==> src/rtl/press_classifier_pkg.sv <==
// press_classifier_pkg: shared types and constants for the button press classifier.
//   state_t            FSM state encoding (IDLE / WAIT)
//   DEF_WINDOW_CYCLES  default double-press window (250 ms at CLK_HZ)
//   CLK_HZ             system clock frequency the defaults are sized for
package press_classifier_pkg;

  typedef enum logic {
    ST_IDLE = 1'b0,
    ST_WAIT = 1'b1
  } state_t;

  localparam int CLK_HZ            = 100_000_000;
  localparam int DEF_WINDOW_CYCLES = 25_000_000;

endpackage

==> src/rtl/press_classifier_if.sv <==
// press_classifier_if: press input and classified-event outputs of one button.
//   press         debounced press pulse into the classifier
//   single_press  1-cycle single-press event
//   double_press  1-cycle double-press event
//   busy          a sequence is pending
//   event_count   wrapping count of classified events
// Modports: master = press source / event consumer, slave = classifier.
interface press_classifier_if #(
  parameter int CNT_W = 8
);
  logic             press;
  logic             single_press;
  logic             double_press;
  logic             busy;
  logic [CNT_W-1:0] event_count;

  modport master (
    output press,
    input  single_press, double_press, busy, event_count
  );

  modport slave (
    input  press,
    output single_press, double_press, busy, event_count
  );
endinterface

==> src/rtl/press_classifier_window_timer.sv <==
// window_timer: counts cycles of the double-press window.
//   clk, rst  clock, async active-high reset
//   clear     synchronous clear to 0 (priority over enable)
//   enable    advance count by one
//   tc        terminal count: count == WINDOW_CYCLES-1
module window_timer #(
  parameter int WINDOW_CYCLES = 16
) (
  input  logic clk,
  input  logic rst,
  input  logic clear,
  input  logic enable,
  output logic tc
);
  localparam int TW = $clog2(WINDOW_CYCLES + 1);

  logic [TW-1:0] count;

  always_ff @(posedge clk or posedge rst) begin
    if (rst)         count <= '0;
    else if (clear)  count <= '0;
    else if (enable) count <= count + 1'b1;
  end

  assign tc = (count == TW'(WINDOW_CYCLES - 1));
endmodule

==> src/rtl/press_classifier.sv <==
// press_classifier: classifies debounced press sequences as single or double presses.
//   clk, rst  clock, async active-high reset
//   bus       press_classifier_if.slave: press in; single_press, double_press,
//             busy, event_count out
// A press edge in IDLE opens a WINDOW_CYCLES window; a second edge inside it
// (including on the terminal cycle) is a double, otherwise timeout is a single.
module press_classifier
  import press_classifier_pkg::*;
#(
  parameter int WINDOW_CYCLES = DEF_WINDOW_CYCLES,
  parameter int CNT_W         = 8
) (
  input  logic               clk,
  input  logic               rst,
  press_classifier_if.slave  bus
);
  state_t           state, state_next;
  logic             press_q;
  logic             press_edge;
  logic             tc;
  logic             timer_clear, timer_en;
  logic             single_nxt, double_nxt;
  logic             single_q, double_q;
  logic [CNT_W-1:0] cnt;

  // Only the rising edge counts, so a held button is one press.
  assign press_edge = bus.press & ~press_q;

  always_comb begin
    state_next = state;
    single_nxt = 1'b0;
    double_nxt = 1'b0;
    case (state)
      ST_IDLE: if (press_edge) state_next = ST_WAIT;
      ST_WAIT: begin
        // Edge is checked first so a press on the terminal cycle is a double.
        if (press_edge) begin
          double_nxt = 1'b1;
          state_next = ST_IDLE;
        end else if (tc) begin
          single_nxt = 1'b1;
          state_next = ST_IDLE;
        end
      end
      default: state_next = ST_IDLE;
    endcase
  end

  // Timer held at 0 outside WAIT and cleared on the exit cycle, so it never
  // passes WINDOW_CYCLES-1 and starts from 0 for the next sequence.
  assign timer_clear = (state == ST_IDLE) | (state_next == ST_IDLE);
  assign timer_en    = (state == ST_WAIT);

  window_timer #(.WINDOW_CYCLES(WINDOW_CYCLES)) u_timer (
    .clk    (clk),
    .rst    (rst),
    .clear  (timer_clear),
    .enable (timer_en),
    .tc     (tc)
  );

  always_ff @(posedge clk or posedge rst) begin
    if (rst) begin
      state    <= ST_IDLE;
      press_q  <= 1'b0;
      single_q <= 1'b0;
      double_q <= 1'b0;
      cnt      <= '0;
    end else begin
      state    <= state_next;
      press_q  <= bus.press;
      single_q <= single_nxt;
      double_q <= double_nxt;
      if (single_nxt | double_nxt) cnt <= cnt + 1'b1;
    end
  end

  assign bus.single_press = single_q;
  assign bus.double_press = double_q;
  assign bus.busy         = (state == ST_WAIT);
  assign bus.event_count  = cnt;
endmodule
==> src/flat_wrapper.sv <==
// flat-port wrapper written by rule: the top's interface ports become plain ports
module press_classifier_flat import press_classifier_pkg::*;
#(
  parameter int WINDOW_CYCLES = DEF_WINDOW_CYCLES,
  parameter int CNT_W         = 8
)
  (clk, rst, bus_press, bus_single_press, bus_double_press, bus_busy, bus_event_count);
  press_classifier_if #(.CNT_W(CNT_W)) bus_i ();
  input  logic clk;
  input  logic rst;
  input wire logic [$bits(bus_i.press)-1:0] bus_press;
  output wire logic [$bits(bus_i.single_press)-1:0] bus_single_press;
  output wire logic [$bits(bus_i.double_press)-1:0] bus_double_press;
  output wire logic [$bits(bus_i.busy)-1:0] bus_busy;
  output wire logic [$bits(bus_i.event_count)-1:0] bus_event_count;
  assign bus_i.press = bus_press;
  assign bus_single_press = bus_i.single_press;
  assign bus_double_press = bus_i.double_press;
  assign bus_busy = bus_i.busy;
  assign bus_event_count = bus_i.event_count;
  press_classifier #(.WINDOW_CYCLES(WINDOW_CYCLES), .CNT_W(CNT_W)) u_core (.clk(clk), .rst(rst), .bus(bus_i));
endmodule
==> config.mk <==
export PLATFORM = sky130hd
export DESIGN_NAME = press_classifier_flat
export DESIGN_NICKNAME = d
export VERILOG_FILES = /design/src/rtl/press_classifier_pkg.sv /design/src/rtl/press_classifier_if.sv /design/src/rtl/press_classifier_window_timer.sv /design/src/rtl/press_classifier.sv /design/src/flat_wrapper.sv
export SDC_FILE = /design/constraint.sdc
export NUM_CORES = 1
export LEC_CHECK = 0
export BUFFER_PORTS_ARGS = -buffer_cell sky130_fd_sc_hd__buf_2
export CAP_MARGIN = 10
export CORE_MARGIN = 3
export CORE_UTILIZATION = 53
export CTS_CLUSTER_DIAMETER = 100
export CTS_CLUSTER_SIZE = 16
export DETAILED_ROUTE_END_ITERATION = 7
export PLACE_DENSITY = 0.75
export SYNTH_ARGS = -nofsm -noshare
export SYNTH_HDL_FRONTEND = slang
export SYNTH_SLANG_ARGS = --single-unit
==> constraint.sdc <==
create_clock -name clk -period 2.15 [get_ports clk]
set_clock_uncertainty 0.15 [all_clocks]
set_input_delay 0.43 -clock clk [delete_from_list [all_inputs] [get_ports clk]]
set_output_delay 0.43 -clock clk [all_outputs]
set_load 0.05 [all_outputs]
==> results.sh <==
export IMPL_drive_gt1_share_pct=18.52
export IMPL_ys_warn_count=0
export IMPL_maxSlewViolCount=0
export IMPL_tightestPinTransition_ns=0.5524
export IMPL_drt_iter0_drc=81
export IMPL_clk_pin_slew_worst_paths_ns=0.12
export IMPL_initial_core_util_pct=56.90
export IMPL_clk_latency_ns=0.34
export IMPL_io_buffer_count=13
export IMPL_syn_cell_area_mm2=0.001765
export IMPL_cts_hold_buffers=1
export IMPL_nNetsFinal=193
export IMPL_die_h_um=63.72
export IMPL_antenna_left=0
export IMPL_fin_crit_ns=2.045
export IMPL_critPathKind="register to register"
export IMPL_final_cell_area_mm2=0.002034
export IMPL_gp_congestion=0.8553
export IMPL_synth_compound_area_share_pct=3.260
export IMPL_setup_viol=0
export IMPL_yosysSeqAreaShare_pct=52.45
export IMPL_ys_flop_type="dfrtp_1"
export IMPL_cts_root_buf="clkbuf_4"
export IMPL_num_antenna_cells=0
export IMPL_finalHoldViolCount=0
export IMPL_synth_xor_area_share_pct=15.38
export IMPL_powerDensity_mw_per_mm2=983.1
export IMPL_post_drt_wl_per_cell_um=13.87
export IMPL_cp_start_kind="register"
export IMPL_yosysMostFrequentCell="dfrtp_1"
export IMPL_fin_tns_setup_ns=0
export IMPL_status="completed"
export IMPL_post_cts_resized=0
export IMPL_grt_pass1_vias=1254
export IMPL_grt_ovfl_total=0
export IMPL_synth_simple_gate_area_share_pct=23.67
export IMPL_cpLargestDelayFamily="simple AND/OR/NAND/NOR gates"
export IMPL_hold_class="input port to register"
export IMPL_synth_edf_count=0
export IMPL_multi_input_area_um2=783.3
export IMPL_timing_critical_path_buf_inv=1
export IMPL_track_usage_pct=18.98
export IMPL_switchingPower_mw=0.7033
export IMPL_drc=0
export IMPL_pwr_share_clk_pct=29.4
export IMPL_fillCellCount=264
export IMPL_timing_final_crit_share_pct=95.11
export IMPL_synth_top_area_share_pct=52.45
export IMPL_path_cells="nand2_1 -> or4_4 -> nor4b_4 -> buf_4 -> o21ai_2 -> mux2_2"
export IMPL_syn_to_final_growth_pct=15.24
export IMPL_crit_path_end_kind="register"
export IMPL_intPower_mw=1.297
export IMPL_sw_frac_of_total_pct=35.16
export IMPL_p_leak_nw=0.9212
export IMPL_max_cap_viol_count=0
export IMPL_clk_path_buf_depth=2
export IMPL_antenna_found_initial=0
export IMPL_vias=1245
export IMPL_cts_tree="built"
export IMPL_avgViaCountPerCell=5.343
export IMPL_post_dp_hpwl_um=2240
export IMPL_syn_inst=164
export IMPL_setup_ws_ns=0.1051
export IMPL_synth_mux_area_share_pct=0.6378
export IMPL_rows=20
export IMPL_coreArea_mm2=0.003103
export IMPL_synth_largest_area_cell="dfrtp_1"
export IMPL_synth_top_cells_by_count="dfrtp_1, nor2_1, xor2_1"
export IMPL_fmax_ghz=0.4890
export IMPL_dpl_cell_area_mm2=0.001922
export IMPL_slew_headroom_pct=63.13
export IMPL_die_area_mm2=0.004060
export IMPL_peakVddDrop_uv=899.7
export IMPL_yosysUniqueCellTypes=27
export IMPL_wl_um=3232
export IMPL_chipWidth_um=63.72
export IMPL_cts_buffers=5
export IMPL_cp_required_ns=2.24
export IMPL_first_pass_iters=4
export IMPL_synthAdderAreaFrac_pct=1.417
export IMPL_cts_num_sinks=37
export IMPL_ctsHtreeMaxLevel=2
export IMPL_synth_nets=169
export IMPL_p_seq_share_pct=43.9
export IMPL_grt_pass1_wl_um=6016
export IMPL_pwr_share_comb_pct=26.7
export IMPL_async_flop_share_pct=100.0
export IMPL_synth_seq_cells=37
export IMPL_ff_latch_area_um2=925.9
export IMPL_synth_top_family_by_area="simple AND/OR/NAND/NOR gates"
export IMPL_cpMaxStageDelayCell="or4_4"
export IMPL_post_cts_setup_buffers=0
export IMPL_syn_area_per_cell_um2=10.76
export IMPL_rsz0062_at_grt="false"
export IMPL_grt_start_max_net_pins=26
export IMPL_crit_path_max_incr_delay_ns=0.49
export IMPL_cp_max_fo=9
export IMPL_cp_arrival_ns=2.14
export IMPL_ys_top_cells_by_area="dfrtp_1, xor2_1, xnor2_1"
export IMPL_io_pins=14
export IMPL_place_worst_setup_slack_ns=0.01862
export IMPL_finalCoreUtilization_pct=65.56
## worst reg2reg max path, stage by stage (launching register included)
cell     delay (ns)
dfrtp_1        0.45
nand2_1        0.08
or4_4          0.49
nor4b_4        0.23
buf_4          0.20
o21ai_2        0.08
mux2_2         0.28
## routing by layer
metal | up-vias | track usage, % | share of wire, %
li1 | 607 | - | -
met1 | 626 | 25.26 | 47
met2 | 8 | 30.51 | 50
met3 | 4 | 4.991 | 2.4
met4 | 0 | 5.391 | 0.96
met5 | - | 0 | 0
## metrics by stage
step	hold WS, ns	total power, mW	instances
after floorplan	0.3114	1.323	164
after global placement	0.3105	1.409	224
after detailed placement	0.3130	1.426	224
after CTS	0.05350	2.017	233
after global routing	0.04575	2.107	233
final	0.06219	2.000	233
## cell type report
type                       instances  area share (%)
inverter                           2          0.3690
sequential                        37           45.51
timing repair buffer              22           7.872
clock inverter                     3           3.198
clock buffer                       5           1.845
multi-input combinational        120           38.50
tap                               44           2.706
## path summary, 6_finish.rpt
kind                                                        from                               endpoint  slack [ns]  depth (start not counted)
max in group asynchronous                                    rst   u_core.u_timer.count[14]$_DFFE_PP0P_        0.78                          4
hold / removal                                         bus_press               u_core.press_q$_DFF_PP0_        0.06                          1
hold reg to reg            u_core.bus.event_count[7]$_DFFE_PP0P_  u_core.bus.event_count[7]$_DFFE_PP0P_        0.33                          1
min in group asynchronous                                    rst   u_core.u_timer.count[23]$_DFFE_PP0P_        0.54                          3
setup reg to reg            u_core.u_timer.count[21]$_DFFE_PP0P_  u_core.bus.event_count[1]$_DFFE_PP0P_        0.11                          6
setup / recovery            u_core.u_timer.count[21]$_DFFE_PP0P_  u_core.bus.event_count[1]$_DFFE_PP0P_        0.11                          6
## cell families after synthesis
kind of cell / after synthesis
simple gates: 79
flops: 37
xor+xnor: 31
compound gates: 7
buf+inv: 7
fa+ha+maj: 2
mux: 1
## registers in the layout (all words and copies together), names as in the netlist
register                 cells
u_core.press_q               1
u_core.bus.event_count       8
u_core.bus.single_press      1
u_core.bus.busy              1
u_core.u_timer.count        25
u_core.bus.double_press      1
## placed cells by master (no fill, tap or decap), drive strengths merged
master,instances
dfrtp,37
nor2,30
buf,21
xor2,16
xnor2,15
nand3,10
nand2,9
nand4,7
and3,5
o2111ai,5
clkbuf,5
and2,4
nor4,3
nor3,3
and4,2
inv,2
ha,2
bufinv,2
nor2b,2
o21ai,2
or4,1
nor4b,1
or3b,1
or2,1
mux2,1
clkinv,1
dlygate4sd3,1
## power by group through the flow
| stage | clock network, mW | registers, mW | logic [mW] |
|---|---|---|---|
| final | 0.588 | 0.879 | 0.534 |
| after global routing | 0.632 | 0.895 | 0.580 |
| after CTS | 0.603 | 0.876 | 0.539 |
| after detailed placement | 0 | 0.890 | 0.536 |
| after global placement | 0 | 0.883 | 0.526 |
| after floorplan | 0 | 1.06 | 0.266 |
No activity file was read; power rests on OpenSTA's default activity.
